$ cat src/rtl/pattern_sequencer.sv
// Playlist-driven controller for frame_gen: steps through (pattern, repeat) entries,
// switching gen_sel only in the gap after a frame ends so every frame has a single pattern.
module pattern_sequencer #(
    parameter int DEPTH  = 8,
    parameter int IDX_W  = 3,
    parameter int REP_W  = 8,
    parameter int FCNT_W = 16
) (
    input  logic              clk,
    input  logic              rst,
    input  logic              cfg_we,
    input  logic [IDX_W-1:0]  cfg_addr,
    input  logic [2:0]        cfg_sel,
    input  logic [REP_W-1:0]  cfg_reps,
    input  logic [IDX_W:0]    list_len,
    input  logic              loop,
    input  logic              start,
    input  logic              stop,
    input  logic              fval,
    output logic              gen_en,
    output logic [2:0]        gen_sel,
    output logic              busy,
    output logic              done,
    output logic              cfg_err,
    output logic [IDX_W-1:0]  cur_idx,
    output logic [FCNT_W-1:0] frame_cnt
);

    typedef enum logic [1:0] {IDLE, ARM, RUN} state_t;

    localparam logic [IDX_W:0]   DEPTH_L = DEPTH[IDX_W:0];
    localparam logic [IDX_W:0]   ONE_I   = 1;
    localparam logic [REP_W:0]   ONE_R   = 1;
    localparam logic [FCNT_W-1:0] ONE_F  = 1;

    state_t              state, state_nx;
    logic                fval_q;
    logic [2:0]          mem_sel  [DEPTH];
    logic [REP_W-1:0]    mem_reps [DEPTH];
    logic [IDX_W:0]      len_q, len_nx;
    logic                loop_q, loop_nx;
    logic                stop_pend, stop_pend_nx;
    logic [REP_W-1:0]    rep_cnt, rep_cnt_nx;
    logic [IDX_W-1:0]    cur_idx_nx, idx_inc;
    logic [FCNT_W-1:0]   frame_cnt_nx;
    logic                gen_en_nx, done_nx, cfg_err_nx, mem_wr;
    logic [2:0]          gen_sel_nx;
    logic                fs, fe, last_rep, last_entry;
    logic [REP_W:0]      rep_lim;

    assign fs         = fval & ~fval_q;
    assign fe         = ~fval & fval_q;
    assign busy       = (state != IDLE);
    assign idx_inc    = cur_idx + 1'b1;
    assign rep_lim    = (mem_reps[cur_idx] == '0) ? ONE_R : {1'b0, mem_reps[cur_idx]};
    assign last_rep   = ({1'b0, rep_cnt} + ONE_R) >= rep_lim;
    assign last_entry = ({1'b0, cur_idx} + ONE_I) >= len_q;

    always_comb begin
        state_nx     = state;
        len_nx       = len_q;
        loop_nx      = loop_q;
        stop_pend_nx = stop_pend;
        rep_cnt_nx   = rep_cnt;
        cur_idx_nx   = cur_idx;
        frame_cnt_nx = frame_cnt;
        gen_en_nx    = gen_en;
        gen_sel_nx   = gen_sel;
        done_nx      = 1'b0;
        cfg_err_nx   = cfg_we & (state != IDLE);
        mem_wr       = cfg_we & (state == IDLE);
        case (state)
            IDLE: begin
                if (start && (list_len != '0) && !stop) begin
                    // Oversized lengths are clamped so the index never leaves the table.
                    len_nx       = (list_len > DEPTH_L) ? DEPTH_L : list_len;
                    loop_nx      = loop;
                    stop_pend_nx = 1'b0;
                    rep_cnt_nx   = '0;
                    cur_idx_nx   = '0;
                    frame_cnt_nx = '0;
                    gen_sel_nx   = mem_sel[0];
                    gen_en_nx    = 1'b1;
                    state_nx     = ARM;
                end
            end
            ARM: begin
                if (stop) begin
                    gen_en_nx = 1'b0;
                    done_nx   = 1'b1;
                    state_nx  = IDLE;
                end else if (fs) begin
                    state_nx = RUN;
                end
            end
            RUN: begin
                if (stop)
                    stop_pend_nx = 1'b1;
                if (fe) begin
                    frame_cnt_nx = (&frame_cnt) ? frame_cnt : frame_cnt + ONE_F;
                    if (stop || stop_pend || (last_rep && last_entry && !loop_q)) begin
                        gen_en_nx    = 1'b0;
                        done_nx      = 1'b1;
                        stop_pend_nx = 1'b0;
                        state_nx     = IDLE;
                    end else if (!last_rep) begin
                        rep_cnt_nx = rep_cnt + 1'b1;
                    end else begin
                        rep_cnt_nx = '0;
                        cur_idx_nx = last_entry ? '0 : idx_inc;
                        gen_sel_nx = last_entry ? mem_sel[0] : mem_sel[idx_inc];
                    end
                end
            end
            default: state_nx = IDLE;
        endcase
    end

    always_ff @(posedge clk) begin
        if (rst) begin
            state     <= IDLE;
            fval_q    <= 1'b0;
            len_q     <= '0;
            loop_q    <= 1'b0;
            stop_pend <= 1'b0;
            rep_cnt   <= '0;
            cur_idx   <= '0;
            frame_cnt <= '0;
            gen_en    <= 1'b0;
            gen_sel   <= '0;
            done      <= 1'b0;
            cfg_err   <= 1'b0;
        end else begin
            state     <= state_nx;
            fval_q    <= fval;
            len_q     <= len_nx;
            loop_q    <= loop_nx;
            stop_pend <= stop_pend_nx;
            rep_cnt   <= rep_cnt_nx;
            cur_idx   <= cur_idx_nx;
            frame_cnt <= frame_cnt_nx;
            gen_en    <= gen_en_nx;
            gen_sel   <= gen_sel_nx;
            done      <= done_nx;
            cfg_err   <= cfg_err_nx;
        end
    end

    // Playlist table; cleared on reset so an unprogrammed entry plays pattern 0 once.
    always_ff @(posedge clk) begin
        if (rst) begin
            for (int i = 0; i < DEPTH; i++) begin
                mem_sel[i]  <= '0;
                mem_reps[i] <= '0;
            end
        end else if (mem_wr) begin
            mem_sel[cfg_addr]  <= cfg_sel;
            mem_reps[cfg_addr] <= cfg_reps;
        end
    end

endmodule
$ cat config.mk
export PLATFORM = sky130hd
export DESIGN_NAME = pattern_sequencer
export DESIGN_NICKNAME = d
export VERILOG_FILES = /design/src/rtl/pattern_sequencer.sv
export SDC_FILE = /design/constraint.sdc
export NUM_CORES = 1
export LEC_CHECK = 0
export CORE_UTILIZATION = 35
export DETAILED_ROUTE_END_ITERATION = 10
export GPL_TIMING_DRIVEN = 0
export SLEW_MARGIN = 5
export SYNTH_ARGS = -nofsm -noshare
export SYNTH_HDL_FRONTEND = slang
export SYNTH_SLANG_ARGS = --single-unit
$ cat constraint.sdc
create_clock -name clk -period 4.3 [get_ports clk]
set_input_delay 0.86 -clock clk [delete_from_list [all_inputs] [get_ports clk]]
set_output_delay 0.86 -clock clk [all_outputs]
set_load 0.05 [all_outputs]
### Yosys cells after proc, flatten, opt, wreduce, memory -nomap -nowiden

Memories as Yosys holds them, arrays and structs flattened. A register that Yosys moved wholly into a read port is not among the register bits.
Cells that the tools add are included.

* RAM bits: 88
* memories kept: 2
* memory bits (read-only): 0
* input port bits: 25
* word-level logic and storage cells: 118
* bits in latches: 0
* bits in registers: 42
* output and inout bits: 26

Memory list
* mem_reps: words 8, width 8, rd ports 1, clocked after memory_dff 1, wr ports 8, RTL line 39 `logic [REP_W-1:0] mem_reps [DEPTH];`
* mem_sel: words 8, width 3, rd ports 2, clocked after memory_dff 0, wr ports 8, RTL line 38 `logic [2:0] mem_sel [DEPTH];`

* shift-type cells: 0
* multiplexer cells: 56
* divide/modulo/power cells: 0
* magnitude comparators: 3
* $mul: 0
* reductions and logical operators: 24
* add/subtract/negate cells: 5
* equal/unequal tests: 10
* bitwise operators: 6

Operator list (count)
* 16-bit two-way mux: 3
* 8-bit two-way mux: 6
* 3-bit two-way mux: 15
* 16-bit case mux with 2 select lines: 1
* 1-bit two-way mux: 18
* 16-bit by 1-bit adder with 16-bit output (second input constant): 1
* 8-bit case mux with 2 select lines: 1
* 16-bit AND reduction: 1
* 2-bit inequality test (second input constant): 6
* 3-bit case mux with 2 select lines: 2
* 4-bit AND reduction: 3
* 2-bit two-way mux: 5
* 5-bit AND reduction: 2
* 8-bit by 1-bit adder with 9-bit output (second input constant): 1
* 9-bit by 8-bit greater-or-equal comparator with 1-bit output: 1
* 8-bit by 1-bit adder with 8-bit output (second input constant): 1
* 8-bit zero test: 1
* 8-bit OR reduction: 1
* 2-bit case mux with 3 select lines: 1
* 3-bit by 1-bit adder with 4-bit output (second input constant): 1
* 1-bit AND: 4
* 4-bit greater-or-equal comparator: 1
* 4-bit greater-than comparator (second input constant): 1
* 1-bit logical AND: 4
* other kinds (17): 23

### Logic depth before layout (Yosys ltp)

* depth after elaboration: 11
* gate-level depth with buffers: 14
* mapped depth without buffers: 11

### Worst setup path after synthesis

No wires, ideal clock.

* kind: register -> register
* start: register with a tool-made name
* end: register with a tool-made name
* data required time: 4199 ps
* period minus slack after synthesis: 3311 ps
* buffers on the path: 3
* library setup time: 101 ps
* slack: 989 ps
* arrival: 3210 ps
* cell stages (with the launch flop): 15
* cells stage by stage: dfxtp_1 > buf_2 > buf_2 > mux4_2 > mux2i_1 > nand4_1 > o21ai_0 > ha_1 > nand2b_1 > nand3_1 > a21oi_1 > o2111ai_4 > and2_1 > buf_6 > o41ai_1

==> flow_summary.ini <==
[finish]
diodes = 0
drive_gt1_frac = 0.134
nNetsFinal = 673
final_util = 0.443
area_growth_syn_to_layout_pct = 22.4
n_fill_cell = 1672
post-route-cell-area_mm2 = 0.00810

[placed_design]
hpwl_um = 10900
place_area_mm2 = 0.00746
post-place-ws_ns = 0.111
portBuffers = 50
place.gp.congestion = 0.809

[route]
drt_iter0_markers = 230
vias = 4572
highest_layer = met4
wl_met1_um = 6700
vias_per_cell = 5.24
routed_wl_um = 15300
route.met3.wl_um = 624
ant_nets = 0
wl_met2_um = 7800
drt-pass1-iter-count = 5
wl_per_cell_um = 17.6
drc = 0

[timing]
worst_pin_slew_ns = 0.691
fin_setup_tns_ns = 0
fin_crit_sh = 0.904
finalHoldViolations = 0
finalMaxSlewViolations = 0
finalClockSkew_ns = 0.00818
finalWorstSetupSlack_ns = 0.414
max_freq_mhz = 257
whs_ns = 0.484
fin_crit_ns = 3.89
report.final.setup_viol = 0
max-slew-margin-rel = 0.540
rsz0062_at_grt = false

[setup_path]
cp.required_ns = 4.61
startpoint_type = register
end_kind = register
arrival_ns = 4.19
critical-path-top-delay-family = compound AO/OA/AOI/OAI gates
crit_chain = buf_2 > clkbuf_4 > mux4_2 > mux2i_1 > nand4_1 > o21ai_0 > ha_1 > nand2b_1 > nand3_1 > a21oi_2 > o2111ai_4 > and2_1 > buf_6 > o41ai_1
cp_slowest_cell = mux4_2
cpPeakStageDelay_ns = 0.55
crit_type = reg -> reg
cp_max_fo = 10
path_buf_inv = 3
rrSetupSlack_ns = 0.41

[clocking]
postCtsSetupBuffers = 0
cts_buffers = 17
htree_levels = 4
clk_latency_ns = 0.42
cts-root-buf = clkbuf_16
cts_sinks = 133
clk_pin_slew_ns = 0.06
cts_tree = yes
clock_path_buffers = 2

[global_route]
globalRouteTotalUtil = 0.169
grt_pass1_wl_um = 24800
grt_start_max_net_pins = 17
grt_overflow = 0
antenna_found_initial = 0
grt_pass1_vias = 4713

[synth]
ys_async_sr_fraction = 0
synth-seq-cells = 133
yosysTopAreaCell = edfxtp_1
syn_nets = 598
synth_edf_count = 88
synth_area_leaders = edfxtp_1 40%, dfxtp_1 14%, and2_1 8.8%, mux4_2 7.5%, ha_1 3.4%
ys_seq_area_frac = 0.535
yosysWarnings = 0
netlist_instances = 555
synth_top_cell_area_share = 0.399
synth.distinct_cells = 58
syn_area_per_cell_um2 = 11.9
synth-main-ff-cell = edfxtp_1
syn_area_mm2 = 0.00662

[floorplanning]
rows = 49
die_area_mm2 = 0.0195
die_w_um = 140
ioPinCount = 51
core_mm2 = 0.0183
dieHeight_um = 140
start_util = 0.362

[run]
cap_violations = 0

[power_and_ir_drop]
cellPowerDensity_mw_per_mm2 = 443
leakagePower_nw = 2.86
ir_drop_mv = 0.315

[hold_path]
hold_path.class = reg -> reg

[status]
status = finished, final reports clean
## power by group
part	switching, mW	internal, mW
Sequential	0.0294	1.44
Combinational	0.377	0.201
Clock	0.576	0.973
Total	0.982	2.61
## flip-flops by register name, summed over array words and instances, names as in the netlist, named ones only
name and count:
state 2, mem_reps 64, cur_idx 3, gen_en 1, frame_cnt 16, len_q 4
gen_sel 3, mem_sel 24, stop_pend 1, rep_cnt 8, cfg_err 1, fval_q 1
loop_q 1, done 1
## cell type report
class | instances | area (um^2) | area share
repair buffers | 56 | 553 | 0.0683
clock buffers | 17 | 425 | 0.0525
multi-input cells | 382 | 2930 | 0.361
inverters | 14 | 52.6 | 0.00649
well taps | 229 | 287 | 0.0354
flip-flops and latches | 133 | 3540 | 0.437
clock inverters | 15 | 199 | 0.0246
plain buffers | 26 | 116 | 0.0144
## cell usage in the layout, fill, tap and decap left out, types with 3 or more instances in the layout
master / n
buf_4: 4
a21oi_1: 11
xor2_1: 3
dfxtp_1: 45
edfxtp_1: 88
or3_1: 4
o21a_1: 3
nand4_1: 8
o311ai_0: 3
clkbuf_1: 16
nand3_1: 13
bufinv_16: 4
nand2b_1: 7
buf_2: 5
clkdlybuf4s50_1: 50
inv_6: 3
mux2i_1: 15
buf_6: 3
clkbuf_16: 17
inv_1: 14
or2_2: 3
nor4_1: 4
nor2b_1: 9
xnor2_1: 16
a211oi_1: 7
o21ai_0: 9
o21ai_1: 8
nor2_1: 40
nor3_1: 16
and2_1: 93
ha_1: 18
a31o_2: 5
nand2_1: 25
mux4_2: 22
## what timing repair did
item,in CTS,in global routing
setup endpoints to repair,0,18
gates resized for setup,0,6
hold buffers,0,0
## cell families (layout without fill, tap and decap cells)
kind of cell | count (synthesis) | count (layout) | synth area share
mux | 38 | 38 | 0.0992
buf+inv | 40 | 128 | 0.0250
xor+xnor | 19 | 19 | 0.0251
compound gates | 69 | 69 | 0.0807
fa+ha+maj | 18 | 18 | 0.0340
flops | 133 | 133 | 0.535
simple gates | 238 | 238 | 0.201
## path summary, 6_finish.rpt
kind,start,endpoint,depth (start not counted)
worst max-delay path,register,register,14
worst min register to register,gen_sel[1]$_SDFFE_PP0P_,gen_sel[1]$_SDFFE_PP0P_,1
worst min-delay path,gen_sel[1]$_SDFFE_PP0P_,gen_sel[1]$_SDFFE_PP0P_,1
worst max register to register,register,register,14
## metrics by stage
stage          power, mW  instances
5_1_grt             3.72        872
3_5_place_dp        2.06        840
6_report            3.59        872
2_1_floorplan       1.87        555
4_1_cts             3.61        872
3_3_place_gp        2.04        834
## cells in the mapped netlist, types with 4 or more instances
library cell,number
and2_1,93
edfxtp_1,88
dfxtp_1,45
nor2_1,40
nand2_1,25
mux4_2,22
ha_1,18
clkbuf_1,17
nor3_1,17
xnor2_1,16
mux2i_1,15
o21ai_0,15
inv_1,14
nand3_1,13
a21oi_1,12
nor2b_1,9
nand4_1,8
a211oi_1,7
nand2b_1,7
buf_2,6
a31o_2,5
nor4_1,4
or3_1,4
## per-layer routing
| layer | global-route usage | vias up |
|---|---|---|
| met5 | 0 | - |
| met4 | 0.0655 | 0 |
| met3 | 0.0379 | 17 |
| met2 | 0.293 | 95 |
| met1 | 0.205 | 2273 |
| li1 | - | 2187 |
## worst reg2reg max path: cells and delay by family, from the launching register on
| family | cells | cell delay (ns) |
|---|---|---|
| adders and majority gates | 1 | 0.14 |
| DFF | 1 | 0.30 |
| AOI/OAI and AO/OA | 4 | 1.18 |
| muxes | 2 | 0.89 |
| buffers and inverters | 3 | 0.71 |
| and+or+nand+nor | 4 | 0.54 |
Power figures use the tool's default switching activity.
